File: src/rtl/display_pkg.sv
// Shared types and helpers for the display path.
// Arbiter state encoding plus BCD bus geometry.
package display_pkg;

  typedef enum logic [1:0] {
    IDLE,
    OWN,
    SWITCH
  } arb_state_t;

  localparam int DIGITS  = 4;
  localparam int BCD_W   = DIGITS * 4;
  localparam int MAX_REQ = 8;

  // Bus is zero-extended to the widest supported arbiter.
  function automatic logic [BCD_W-1:0] bcd_slice(
    input logic [MAX_REQ*BCD_W-1:0] bus,
    input int                       idx
  );
    return bus[idx*BCD_W +: BCD_W];
  endfunction

endpackage

File: src/rtl/rr_picker.sv
// Combinational round-robin picker: first request
// after last, scanning upward modulo N.
module rr_picker #(
  parameter int N  = 3,
  parameter int IW = $clog2(N)
) (
  input  logic [N-1:0]  req_i,
  input  logic [IW-1:0] last_i,
  output logic [N-1:0]  gnt_o,
  output logic [IW-1:0] idx_o,
  output logic          any_o
);

  logic found;
  int   j;

  always_comb begin
    gnt_o = '0;
    idx_o = '0;
    found = 1'b0;
    j     = 0;
    for (int k = 1; k <= N; k++) begin
      j = (int'(last_i) + k) % N;
      if (!found && req_i[j]) begin
        found    = 1'b1;
        gnt_o[j] = 1'b1;
        idx_o    = IW'(j);
      end
    end
    any_o = found;
  end

endmodule

File: src/rtl/display_arbiter.sv
// Round-robin owner of the 4-digit display path with
// minimum hold time and a one-cycle blank between owners.
module display_arbiter
  import display_pkg::*;
#(
  parameter int N_REQ       = 3,
  parameter int HOLD_CYCLES = 1000
) (
  input  logic                   clk,
  input  logic                   reset_n,
  input  logic [N_REQ-1:0]       req,
  input  logic [N_REQ*BCD_W-1:0] bcd_in,
  output logic [N_REQ-1:0]       grant,
  output logic [BCD_W-1:0]       BCD_code,
  output logic                   valid_BCD
);

  localparam int IW = $clog2(N_REQ);
  localparam int HW = $clog2(HOLD_CYCLES + 1);
  localparam logic [HW-1:0] HOLD_MAX = HW'(HOLD_CYCLES);
  localparam logic [IW-1:0] LAST_RST = IW'(N_REQ - 1);

  arb_state_t         state_q, state_d;
  logic [N_REQ-1:0]   grant_q, grant_d;
  logic [BCD_W-1:0]   bcd_q, bcd_d;
  logic [HW-1:0]      hold_q, hold_d;
  logic [IW-1:0]      last_q, last_d;

  logic [N_REQ-1:0]         win_oh;
  logic [IW-1:0]            win_idx;
  logic                     win_any;
  logic [MAX_REQ*BCD_W-1:0] bus_ext;

  rr_picker #(
    .N  (N_REQ),
    .IW (IW)
  ) u_pick (
    .req_i  (req),
    .last_i (last_q),
    .gnt_o  (win_oh),
    .idx_o  (win_idx),
    .any_o  (win_any)
  );

  always_comb begin
    bus_ext = '0;
    bus_ext[N_REQ*BCD_W-1:0] = bcd_in;
  end

  always_comb begin
    state_d = state_q;
    grant_d = grant_q;
    bcd_d   = bcd_q;
    hold_d  = hold_q;
    last_d  = last_q;
    unique case (state_q)
      IDLE, SWITCH: begin
        state_d = IDLE;
        grant_d = '0;
        bcd_d   = '0;
        hold_d  = '0;
        if (win_any) begin
          state_d = OWN;
          grant_d = win_oh;
          last_d  = win_idx;
          bcd_d   = bcd_slice(bus_ext, int'(win_idx));
        end
      end
      OWN: begin
        bcd_d = bcd_slice(bus_ext, int'(last_q));
        if (hold_q != HOLD_MAX) hold_d = hold_q + 1'b1;
        // Owner release wins over rotation.
        if ((req & grant_q) == '0 ||
            (hold_q == HOLD_MAX && (req & ~grant_q) != '0)) begin
          state_d = SWITCH;
          grant_d = '0;
          bcd_d   = '0;
          hold_d  = '0;
        end
      end
      default: begin
        state_d = IDLE;
        grant_d = '0;
        bcd_d   = '0;
        hold_d  = '0;
      end
    endcase
  end

  always_ff @(posedge clk or negedge reset_n) begin
    if (!reset_n) begin
      state_q <= IDLE;
      grant_q <= '0;
      bcd_q   <= '0;
      hold_q  <= '0;
      last_q  <= LAST_RST;
    end else begin
      state_q <= state_d;
      grant_q <= grant_d;
      bcd_q   <= bcd_d;
      hold_q  <= hold_d;
      last_q  <= last_d;
    end
  end

  assign grant     = grant_q;
  assign BCD_code  = bcd_q;
  assign valid_BCD = |grant_q;

endmodule

File: config.mk
export PLATFORM = sky130hd
export DESIGN_NAME = display_arbiter
export DESIGN_NICKNAME = d
export VERILOG_FILES = /design/src/rtl/display_pkg.sv /design/src/rtl/rr_picker.sv /design/src/rtl/display_arbiter.sv
export SDC_FILE = /design/constraint.sdc
export NUM_CORES = 1
export LEC_CHECK = 0
export BUFFER_PORTS_ARGS = -buffer_cell sky130_fd_sc_hd__clkbuf_2
export CAP_MARGIN = 10
export CORE_ASPECT_RATIO = 0.7
export CORE_MARGIN = 5
export CORE_UTILIZATION = 45
export CTS_CLUSTER_DIAMETER = 30
export DETAILED_ROUTE_END_ITERATION = 10
export HOLD_SLACK_MARGIN = 0.06
export PLACE_DENSITY = 0.72
export SLEW_MARGIN = 20
export SYNTH_ARGS = -nofsm -noshare
export SYNTH_HDL_FRONTEND = slang
export SYNTH_HIERARCHICAL = 1
export SYNTH_SLANG_ARGS = --single-unit
File: constraint.sdc
create_clock -name clk -period 2.8 [get_ports clk]
set_input_delay 0.28 -clock clk [delete_from_list [all_inputs] [get_ports clk]]
set_output_delay 0.28 -clock clk [all_outputs]
set_load 0.05 [all_outputs]
==> reports/qor.csv, run 1 <==
stage;metric;value;unit
synth;syn_inst;259;
detailed_routing;via_count;2242;
layout;syn2layout_area_growth;23.6;%
floorplanning;die_area;6620;um^2
clock_tree;cts_tree;built;
timing;fin_tns_setup;0;ps
floorplanning;die_w;95.1;um
synth;synth_nets;318;
layout;n_antenna_cell;0;
worst_setup_path;cp_slowest_cell;dfstp_2;
min_path;hp-class;primary input to asynchronous set/reset pin;
timing;worst_pin_slew;843;ps
detailed_routing;postRouteWirelength;6.14;mm
synth;seq_area_frac_synth;0.363;
timing;setup_violations;0;
worst_setup_path;cp-start-kind;flip-flop;
synth;synth_area_per_cell;8.81;um^2
global_routing;grt_overflow_total;0;
clock_tree;cts_inserted_buffers;5;
global_routing;antenna_found_initial;0;
global_routing;use_met2;0.278;
global_routing;grt_max_degree;34;
clock_tree;cts_hold_buf;0;
synth;synth-warning-count;6;
synth;ys_ff_latch;33;
worst_setup_path;path_max_fanout;10;
worst_setup_path;crit_family;compound AO/OA/AOI/OAI gates;
global_routing;grtUsageTotal;0.195;
place;io_buffer_count;72;
worst_setup_path;path_class;flip-flop to flip-flop;
run_status;status;completed;
layout;final_cell_area;2820;um^2
place;dp_hpwl;4.58;mm
pwr;p_leak;1.36;nW
worst_setup_path;worst-path-buf-inv;2;
worst_setup_path;setup.worst_path.end_class;flip-flop;
detailed_routing;dr.pass1.iters;5;
detailed_routing;routedWlPerCell;15.3;um
pwr;ir_worst_vdd;377;uV
synth;yosysUniqueCellTypes;40;
clock_tree;clkLatencyLatePin;290;ps
detailed_routing;drtIter0Drc;123;
worst_setup_path;crit_top_cell;buf_4;
floorplanning;die_h;69.6;um
global_routing;grt_pass1_vias;2208;
timing;relSlewSlack;0.438;
floorplanning;coreArea;4830;um^2
synth;yosysMostFrequentCell;nor2_1;
clock_tree;clkSinkCount;33;
floorplanning;floorplan.initialDensity;0.472;
synth;syn_area;2280;um^2
floorplanning;num_rows;21;
synth;yosys-top-cells-count;nor2_1 (40), a21oi_1 (35), mux2i_1 (34);
global_routing;grt_pass1_wl;10.4;mm
synth;synth-edff-count;0;
worst_setup_path;reg2reg_slack;210;ps
clock_tree;clkTransAtPathRegs;70;ps
timing;rsz0062_at_grt;false;
timing;final-hold-violation-count;0;
detailed_routing;viasPerCell;5.58;
timing;finalCritPeriodShare;0.925;
flow_run;drv_cap;0;
synth;synth_flop_cell;dfrtp_1;
synth;yosys.area.top_type;dfrtp_1;
global_routing;grt_use_met1;0.286;
clock_tree;postCtsSetupRepairBufs;0;
synth;synth_top_area_frac;0.351;
floorplanning;io_pins;73;
worst_setup_path;cp.arrival;2790;ps
detailed_routing;drc;0;
timing;max_clock_freq;386;MHz
layout;drive_above_1_share;0.294;
clock_tree;cts-resized-gates;0;
clock_tree;cts.path.max_buffers;2;
place;gp_congestion;0.849;
timing;slew_viol_final;0;
worst_setup_path;cpPeakStageDelay;580;ps
clock_tree;ctsHtreeMaxLevel;2;
global_routing;use_met3;0.0401;
detailed_routing;ant_nets;0;
global_routing;grt-busiest-layer;met1;
synth;ys_async_sr_fraction;1.00;
layout;fin_util;0.583;
layout;layout.nets;391;
synth;synthTopCellsByArea;dfrtp_1 (35%), mux2i_1 (15%), a21oi_1 (7.7%), nor2_1 (6.6%), o22ai_1 (5.5%);
timing;min_period;2590;ps
worst_setup_path;path_cells;ha_1 > mux2_2 > o21bai_1 > o31ai_4 > buf_4 > nor2b_1 > buf_4 > a21oi_1 > o22ai_1;
place;dpl_cell_area;2730;um^2
worst_setup_path;worst_ep_required_time;3000;ps
timing;skew;10.2;ps
pwr;power_per_cell_area;1080;nW/um^2
clock_tree;cts_root_buf;clkbuf_8;
-- layout make-up --
class / count / area, um^2
Fill cell: 459 / 2010
Timing Repair Buffer: 83 / 443
Inverter: 13 / 48.8
Multi-Input combinational cell: 196 / 1330
Tap cell: 69 / 86.3
Sequential cell: 33 / 827
Clock buffer: 8 / 90.1
-- power by group --
part	internal [mW]	switching [mW]	total [mW]
clock	0.200	0.171	0.371
combinational	0.713	1.28	1.99
sequential	0.615	0.0691	0.684
-- state kept, by name, summed over array words and instances, names as in the netlist --
name	count
last_q	2
grant	3
state_q	2
hold_q	10
BCD_code	16
-- final timing paths --
check	endpoint	from	cells after the start
max in group asynchronous	hold_q[7]	reset_n	1
worst max-delay path	BCD_code[5]	last_q[1]	9
worst min register to register	hold_q[7]	hold_q[7]	2
worst min-delay path	grant[1]	reset_n	1
min in group clk	BCD_code[12]	bcd_in[28]	3
worst max register to register	BCD_code[5]	last_q[1]	9
-- placed cells by master (no fill, tap or decap), drive strengths merged, types with 6 or more instances in the layout --
cell type,instances
nor2,40
dfrtp,32
clkbuf,80
nand3,8
mux2i,34
nand2,6
o22ai,20
nand2b,6
buf,11
inv,13
a21oi,35
ha,6
xor2,7
-- worst register-to-register path, cell delays in order (launching register included) --
cell and delay (ps):
dfstp_2 580, ha_1 230, mux2_2 360, o21bai_1 390, o31ai_4 120, buf_4 210, nor2b_1 180, buf_4 190
a21oi_1 80, o22ai_1 170
-- through the flow --
step,hold slack [ps],power [mW],setup slack (ps),std cells
finish,84.0,3.05,211,402
global route,155,3.26,26.4,402
CTS,107,3.05,244,402
detailed placement,419,2.67,271,394
global placement,420,2.63,357,394
floorplan,-15.6,2.19,382,259
-- cells by family (layout without fill, tap and decap cells) --
family,after synthesis,in the layout,synth area share
flops,33,33,0.363
simple gates,73,73,0.155
fa+ha+maj,6,6,0.0329
mux,38,38,0.169
buf+inv,30,104,0.0625
compound gates,71,71,0.188
xor+xnor,8,8,0.0307
-- routing by layer --
metal	vias up	share of wire
li1	1068	-
met1	1056	0.47
met2	109	0.44
met3	9	0.072
met4	0	0.016
met5	-	0
No activity file was read; power rests on OpenSTA's default activity.
==> inputs of run 2 (changes only) <==
CORE_MARGIN = 2   (was 5)
REMOVE_ABC_BUFFERS = 1   (was not set)
==> run 2 against run 1 <==
Effect of this change:
- setup slack worse by 78 ps
- routed wire length is 2.2% lower
- clock skew is 1.3 ps lower
- sequential share of layout area is 0.51 points lower
- clock-buffer cell count is 1 lower
- first-iteration DRC count is 19% lower
- fmax is 2.9% lower
- final area is 1.9% higher
- critical path depth is 2 higher
- critical path type unchanged
- largest power group unchanged
- highest routed layer unchanged
==> reports/qor.csv, run 2 (synthesized netlist as in run 1, its figures left out) <==
stage;metric;value;unit;change
layout;layout.nets;394;;+0.77%
clock_tree;ctsHtreeMaxLevel;2;;unchanged
global_routing;grt_pass1_vias;2155;;-2.4%
floorplanning;floorplan.initialDensity;0.472;;unchanged
floorplanning;die_area;5660;um^2;-14%
layout;n_antenna_cell;0;;unchanged
clock_tree;cts_tree;built;;
floorplanning;die_w;89.1;um;-6.3%
min_path;hp-class;primary input to asynchronous set/reset pin;;
run_status;status;completed;;
layout;fillers;451;;-1.7%
floorplanning;num_rows;21;;unchanged
pwr;p_leak;1.39;nW;+2.0%
global_routing;grtUsageTotal;0.221;;+0.0260
clock_tree;cts_inserted_buffers;5;;unchanged
timing;min_period;2670;ps;+77.7 ps
flow_run;drv_cap;0;;unchanged
timing;worst_pin_slew;837;ps;-5.53 ps
detailed_routing;via_count;2239;;-0.13%
layout;syn2layout_area_growth;26.0;%;
timing;final-hold-violation-count;0;;unchanged
detailed_routing;routedWlPerCell;14.8;um;-2.9%
global_routing;grt_overflow_total;0;;unchanged
layout;largest_reg_flops;16;;unchanged
pwr;power_per_cell_area;1110;nW/um^2;+2.8%
place;gp_congestion;0.871;;+2.5%
place;io_buffer_count;72;;unchanged
layout;seq_area;828;um^2;+0.15%
detailed_routing;ant_nets;0;;unchanged
timing;worst_hold_slack;89.5;ps;+5.53 ps
worst_setup_path;worst_ep_required_time;2960;ps;-40 ps
global_routing;grt_max_degree;34;;unchanged
global_routing;antenna_found_initial;0;;unchanged
place;placed_cells;394;;unchanged
timing;rsz0062_at_grt;false;;
clock_tree;clkSinkCount;33;;unchanged
worst_setup_path;path_max_fanout;7;;-3
detailed_routing;viasPerCell;5.53;;-0.87%
worst_setup_path;cp-start-kind;flip-flop;;
timing;fin_ws;133;ps;-77.7 ps
layout;layoutNonFillerInstCount;405;;+0.75%
layout;final_cell_area;2870;um^2;+1.9%
detailed_routing;dr.pass1.iters;7;;+2
timing;setup_violations;0;;unchanged
layout;drive_above_1_share;0.307;;+0.0123
detailed_routing;postRouteWirelength;6.00;mm;-2.2%
place;dpl_cell_area;2730;um^2;unchanged
pwr;fin_total_pwr;3.19;mW;+4.8%
global_routing;grt_pass1_wl;9.89;mm;-4.8%
worst_setup_path;path_class;flip-flop to flip-flop;;
worst_setup_path;setup.worst_path.end_class;flip-flop;;
place;dpl_worst_slack;98.1;ps;-173 ps
worst_setup_path;reg2reg_from;last_q[0];;
timing;slew_viol_final;0;;unchanged
clock_tree;clkLatencyLatePin;290;ps;about the same
timing;relSlewSlack;0.442;;+0.00369
worst_setup_path;reg2reg_slack;130;ps;-80 ps
clock_tree;clkTransAtPathRegs;70;ps;about the same
clock_tree;cts_hold_buf;0;;unchanged
layout;final_common_cell;clkbuf_2;;
clock_tree;cts.path.max_buffers;2;;unchanged
layout;multi_input_area;1330;um^2;unchanged
floorplanning;die_h;63.6;um;-8.6%
place;dp_hpwl;4.39;mm;-4.1%
floorplanning;coreArea;4830;um^2;unchanged
detailed_routing;drtIter0Drc;100;;-19%
timing;max_clock_freq;375;MHz;-2.9%
worst_setup_path;reg2reg_to;BCD_code[12];;
layout;layout_common_cells;clkbuf_2 (72), nor2_1 (40), a21oi_1 (35), mux2i_1 (34), dfrtp_1 (31);;
worst_setup_path;cp.arrival;2830;ps;+40 ps
pwr;ir_worst_vdd;398;uV;+5.6%
timing;finalCritPeriodShare;0.952;;+0.0277
clock_tree;cts_root_buf;clkbuf_8;;
timing;skew;8.93;ps;-1.26 ps
worst_setup_path;rr_worst_depth;11;;+2
detailed_routing;drc;0;;unchanged
floorplanning;io_pins;73;;unchanged
run 2: where the power goes:
part,total [mW],switching [mW],internal [mW]
Sequential,0.687,0.0717,0.616
Clock,0.469,0.179,0.290
Combinational,2.04,1.29,0.746
Total,3.19,1.54,1.65
run 2: worst max path at each step:
stage | cells past startpoint | to | startpoint
after floorplan | 9 | BCD_code[0] | last_q[0]
after global placement | 11 | BCD_code[13] | last_q[0]
after detailed placement | 11 | BCD_code[10] | last_q[0]
after CTS | 11 | BCD_code[12] | last_q[0]
after global routing | 11 | BCD_code[5] | last_q[1]
final | 11 | BCD_code[12] | last_q[0]
run 2: repair_timing:
action	4_1_cts	5_1_grt
gates resized for setup	0	2
buffers inserted	0	3
endpoints found under the setup margin	0	13
run 2: metal layers:
layer  wire length [um]  vias up  GRT usage  part of all wire
met5                  0        -          0                 0
met4                 31        0     0.0597            0.0052
met3                418        5     0.0498             0.070
met2               2770       87      0.344              0.46
met1               2780     1070      0.306              0.46
li1                   -     1077          -                 -
run 2: layout make-up:
cell class                 instances  area share
sequential                        33       0.288
timing repair buffer              86       0.163
clock inverter                     1      0.0104
inverter                          13      0.0170
clock buffer                       7      0.0300
multi-input combinational        196       0.461
tap                               69      0.0300
run 2: worst max-delay path: stages, from the launching register on:
cell and delay [ps]:
dfrtp_2 420, inv_1 70, ha_1 280, and2_1 190
o21bai_1 180, nand3_1 200, o31ai_4 440, buf_4 250
mux2i_1 190, nor2_1 60, a21oi_1 140, o22ai_1 100
run 2: per-stage QoR:
step | util | TNS, ps
6_report | 0.594 | 0
2_1_floorplan | - | -33560
5_1_grt | 0.594 | 0
3_5_place_dp | 0.565 | 0
3_3_place_gp | 0.565 | 0
4_1_cts | 0.589 | 0
==> inputs of run 3 (changes only) <==
CTS_BUF_LIST = sky130_fd_sc_hd__clkbuf_4 sky130_fd_sc_hd__clkbuf_8   (was not set)
SLEW_MARGIN = 15   (was 20)
==> run 3 against run 2 <==
Effect of this change:
- clock power increased by 2%
- fmax hardly changed
- final cell count unchanged
- core utilization is 0.078 points higher
- register-to-register slack about the same
- critical path depth stayed put
- combinational power is essentially flat
==> reports/qor.csv, run 3 (synthesized netlist as in run 1, its figures left out) <==
stage;metric;value;unit;change
layout;n_antenna_cell;0;;unchanged
global_routing;grt_overflow_total;0;;unchanged
flow_run;drv_cap;0;;unchanged
timing;rsz0062_at_grt;false;;
layout;largest_reg_flops;16;;unchanged
place;gp_congestion;0.871;;unchanged
clock_tree;clkTransAtPathRegs;70;ps;about the same
place;dp_hpwl;4.39;mm;unchanged
floorplanning;io_pins;73;;unchanged
detailed_routing;postRouteWirelength;5.99;mm;-0.13%
detailed_routing;via_count;2234;;-0.22%
clock_tree;cts.path.max_buffers;2;;unchanged
place;dpl_cell_area;2730;um^2;unchanged
detailed_routing;drc;0;;unchanged
worst_setup_path;reg2reg_to;BCD_code[12];;
clock_tree;cts_tree;built;;
run_status;status;completed;;
timing;setup_violations;0;;unchanged
floorplanning;floorplan.initialDensity;0.472;;unchanged
detailed_routing;routedWlPerCell;14.8;um;-0.13%
global_routing;antenna_found_initial;0;;unchanged
global_routing;grt_pass1_wl;9.89;mm;unchanged
worst_setup_path;rr_worst_depth;11;;unchanged
worst_setup_path;reg2reg_slack;130;ps;about the same
layout;drive_above_1_share;0.310;;+0.00298
global_routing;grt_max_degree;34;;unchanged
clock_tree;clkLatencyLatePin;290;ps;about the same
worst_setup_path;cp.arrival;2830;ps;about the same
worst_setup_path;cp-start-kind;flip-flop;;
clock_tree;cts_root_buf;clkbuf_8;;
layout;final_cell_area;2880;um^2;+0.13%
timing;worst_pin_slew;837;ps;-0.394 ps
clock_tree;ctsHtreeMaxLevel;2;;unchanged
timing;relSlewSlack;0.442;;about the same
detailed_routing;dr.pass1.iters;7;;unchanged
worst_setup_path;path_class;flip-flop to flip-flop;;
timing;slew_viol_final;0;;unchanged
worst_setup_path;path_max_fanout;7;;unchanged
floorplanning;num_rows;21;;unchanged
layout;layout_common_cells;clkbuf_2 (72), nor2_1 (40), a21oi_1 (35), mux2i_1 (34), dfrtp_1 (31);;
clock_tree;cts_inserted_buffers;5;;unchanged
worst_setup_path;worst_ep_required_time;2960;ps;about the same
layout;syn2layout_area_growth;26.2;%;
floorplanning;die_h;63.6;um;unchanged
worst_setup_path;setup.worst_path.end_class;flip-flop;;
timing;min_period;2670;ps;-0.800 ps
layout;final_common_cell;clkbuf_2;;
place;io_buffer_count;72;;unchanged
layout;fillers;451;;unchanged
layout;layout.nets;394;;unchanged
floorplanning;die_w;89.1;um;unchanged
timing;worst_hold_slack;89.0;ps;-0.485 ps
pwr;power_per_cell_area;1110;nW/um^2;+0.17%
timing;max_clock_freq;375;MHz;about the same
detailed_routing;ant_nets;0;;unchanged
global_routing;grtUsageTotal;0.221;;unchanged
timing;skew;9.46;ps;+0.523 ps
pwr;ir_worst_vdd;400;uV;+0.58%
clock_tree;cts_hold_buf;0;;unchanged
detailed_routing;viasPerCell;5.52;;-0.22%
timing;finalCritPeriodShare;0.952;;about the same
floorplanning;coreArea;4830;um^2;unchanged
floorplanning;die_area;5660;um^2;unchanged
pwr;p_leak;1.39;nW;+0.25%
worst_setup_path;worstSetupStartpoint;last_q[0];;
worst_setup_path;reg2reg_from;last_q[0];;
min_path;hp-class;primary input to asynchronous set/reset pin;;
timing;final-hold-violation-count;0;;unchanged
global_routing;grt_pass1_vias;2155;;unchanged
clock_tree;clkSinkCount;33;;unchanged
detailed_routing;drtIter0Drc;101;;+1.0%
[run 3: worst max-delay path by stage]
stage                    to  slack [ps]  depth (start not counted)
4_1_cts        BCD_code[12]          80                         11
3_3_place_gp   BCD_code[13]         190                         11
6_report       BCD_code[12]         130                         11
3_5_place_dp   BCD_code[10]         100                         11
5_1_grt         BCD_code[5]          10                         11
2_1_floorplan   BCD_code[0]       -2010                          9
[run 3: repair_timing]
item	in CTS	in global routing
gates resized for setup	0	2
buffers inserted	0	3
setup endpoints to repair	0	13
[run 3: layout make-up]
cell class / count / area [um^2] / area share
clock buffer: 7 / 90.1 / 0.0313
clock inverter: 1 / 30.0 / 0.0104
inverter: 13 / 48.8 / 0.0170
multi-input combinational: 196 / 1330 / 0.460
sequential: 33 / 828 / 0.288
tap: 69 / 86.3 / 0.0300
timing repair buffer: 86 / 469 / 0.163
[run 3: per-stage QoR]
| step | setup TNS (ps) | utilization | power (mW) | instances | worst slack, ps |
|---|---|---|---|---|---|
| 2_1_floorplan | -33560 | - | 2.11 | 242 | -2010 |
| 3_3_place_gp | 0 | 0.565 | 2.64 | 394 | 190 |
| 3_5_place_dp | 0 | 0.565 | 2.68 | 394 | 98.1 |
| 4_1_cts | 0 | 0.590 | 3.15 | 402 | 81.1 |
| 5_1_grt | 0 | 0.595 | 3.42 | 405 | 13.1 |
| 6_report | 0 | 0.595 | 3.20 | 405 | 134 |
[run 3: routing by layer]
layer | up-vias | routed length, um | track usage
li1 | 1078 | - | -
met1 | 1067 | 2780 | 0.306
met2 | 84 | 2770 | 0.344
met3 | 5 | 408 | 0.0498
met4 | 0 | 31 | 0.0597
met5 | - | 0 | 0
[run 3: worst max-delay path, cell delays in order (launching register included)]
cell and delay [ps]:
dfrtp_2 420, inv_1 70, ha_1 280, and2_1 190, o21bai_1 180, nand3_1 200, o31ai_4 440, buf_4 250
mux2i_1 190, nor2_1 60, a21oi_1 140, o22ai_1 100
[run 3: power breakdown]
part / internal (mW) / switching [mW] / total [mW]
Clock: 0.300 / 0.180 / 0.480
Combinational: 0.746 / 1.29 / 2.04
Sequential: 0.616 / 0.0718 / 0.688
Total: 1.66 / 1.54 / 3.20
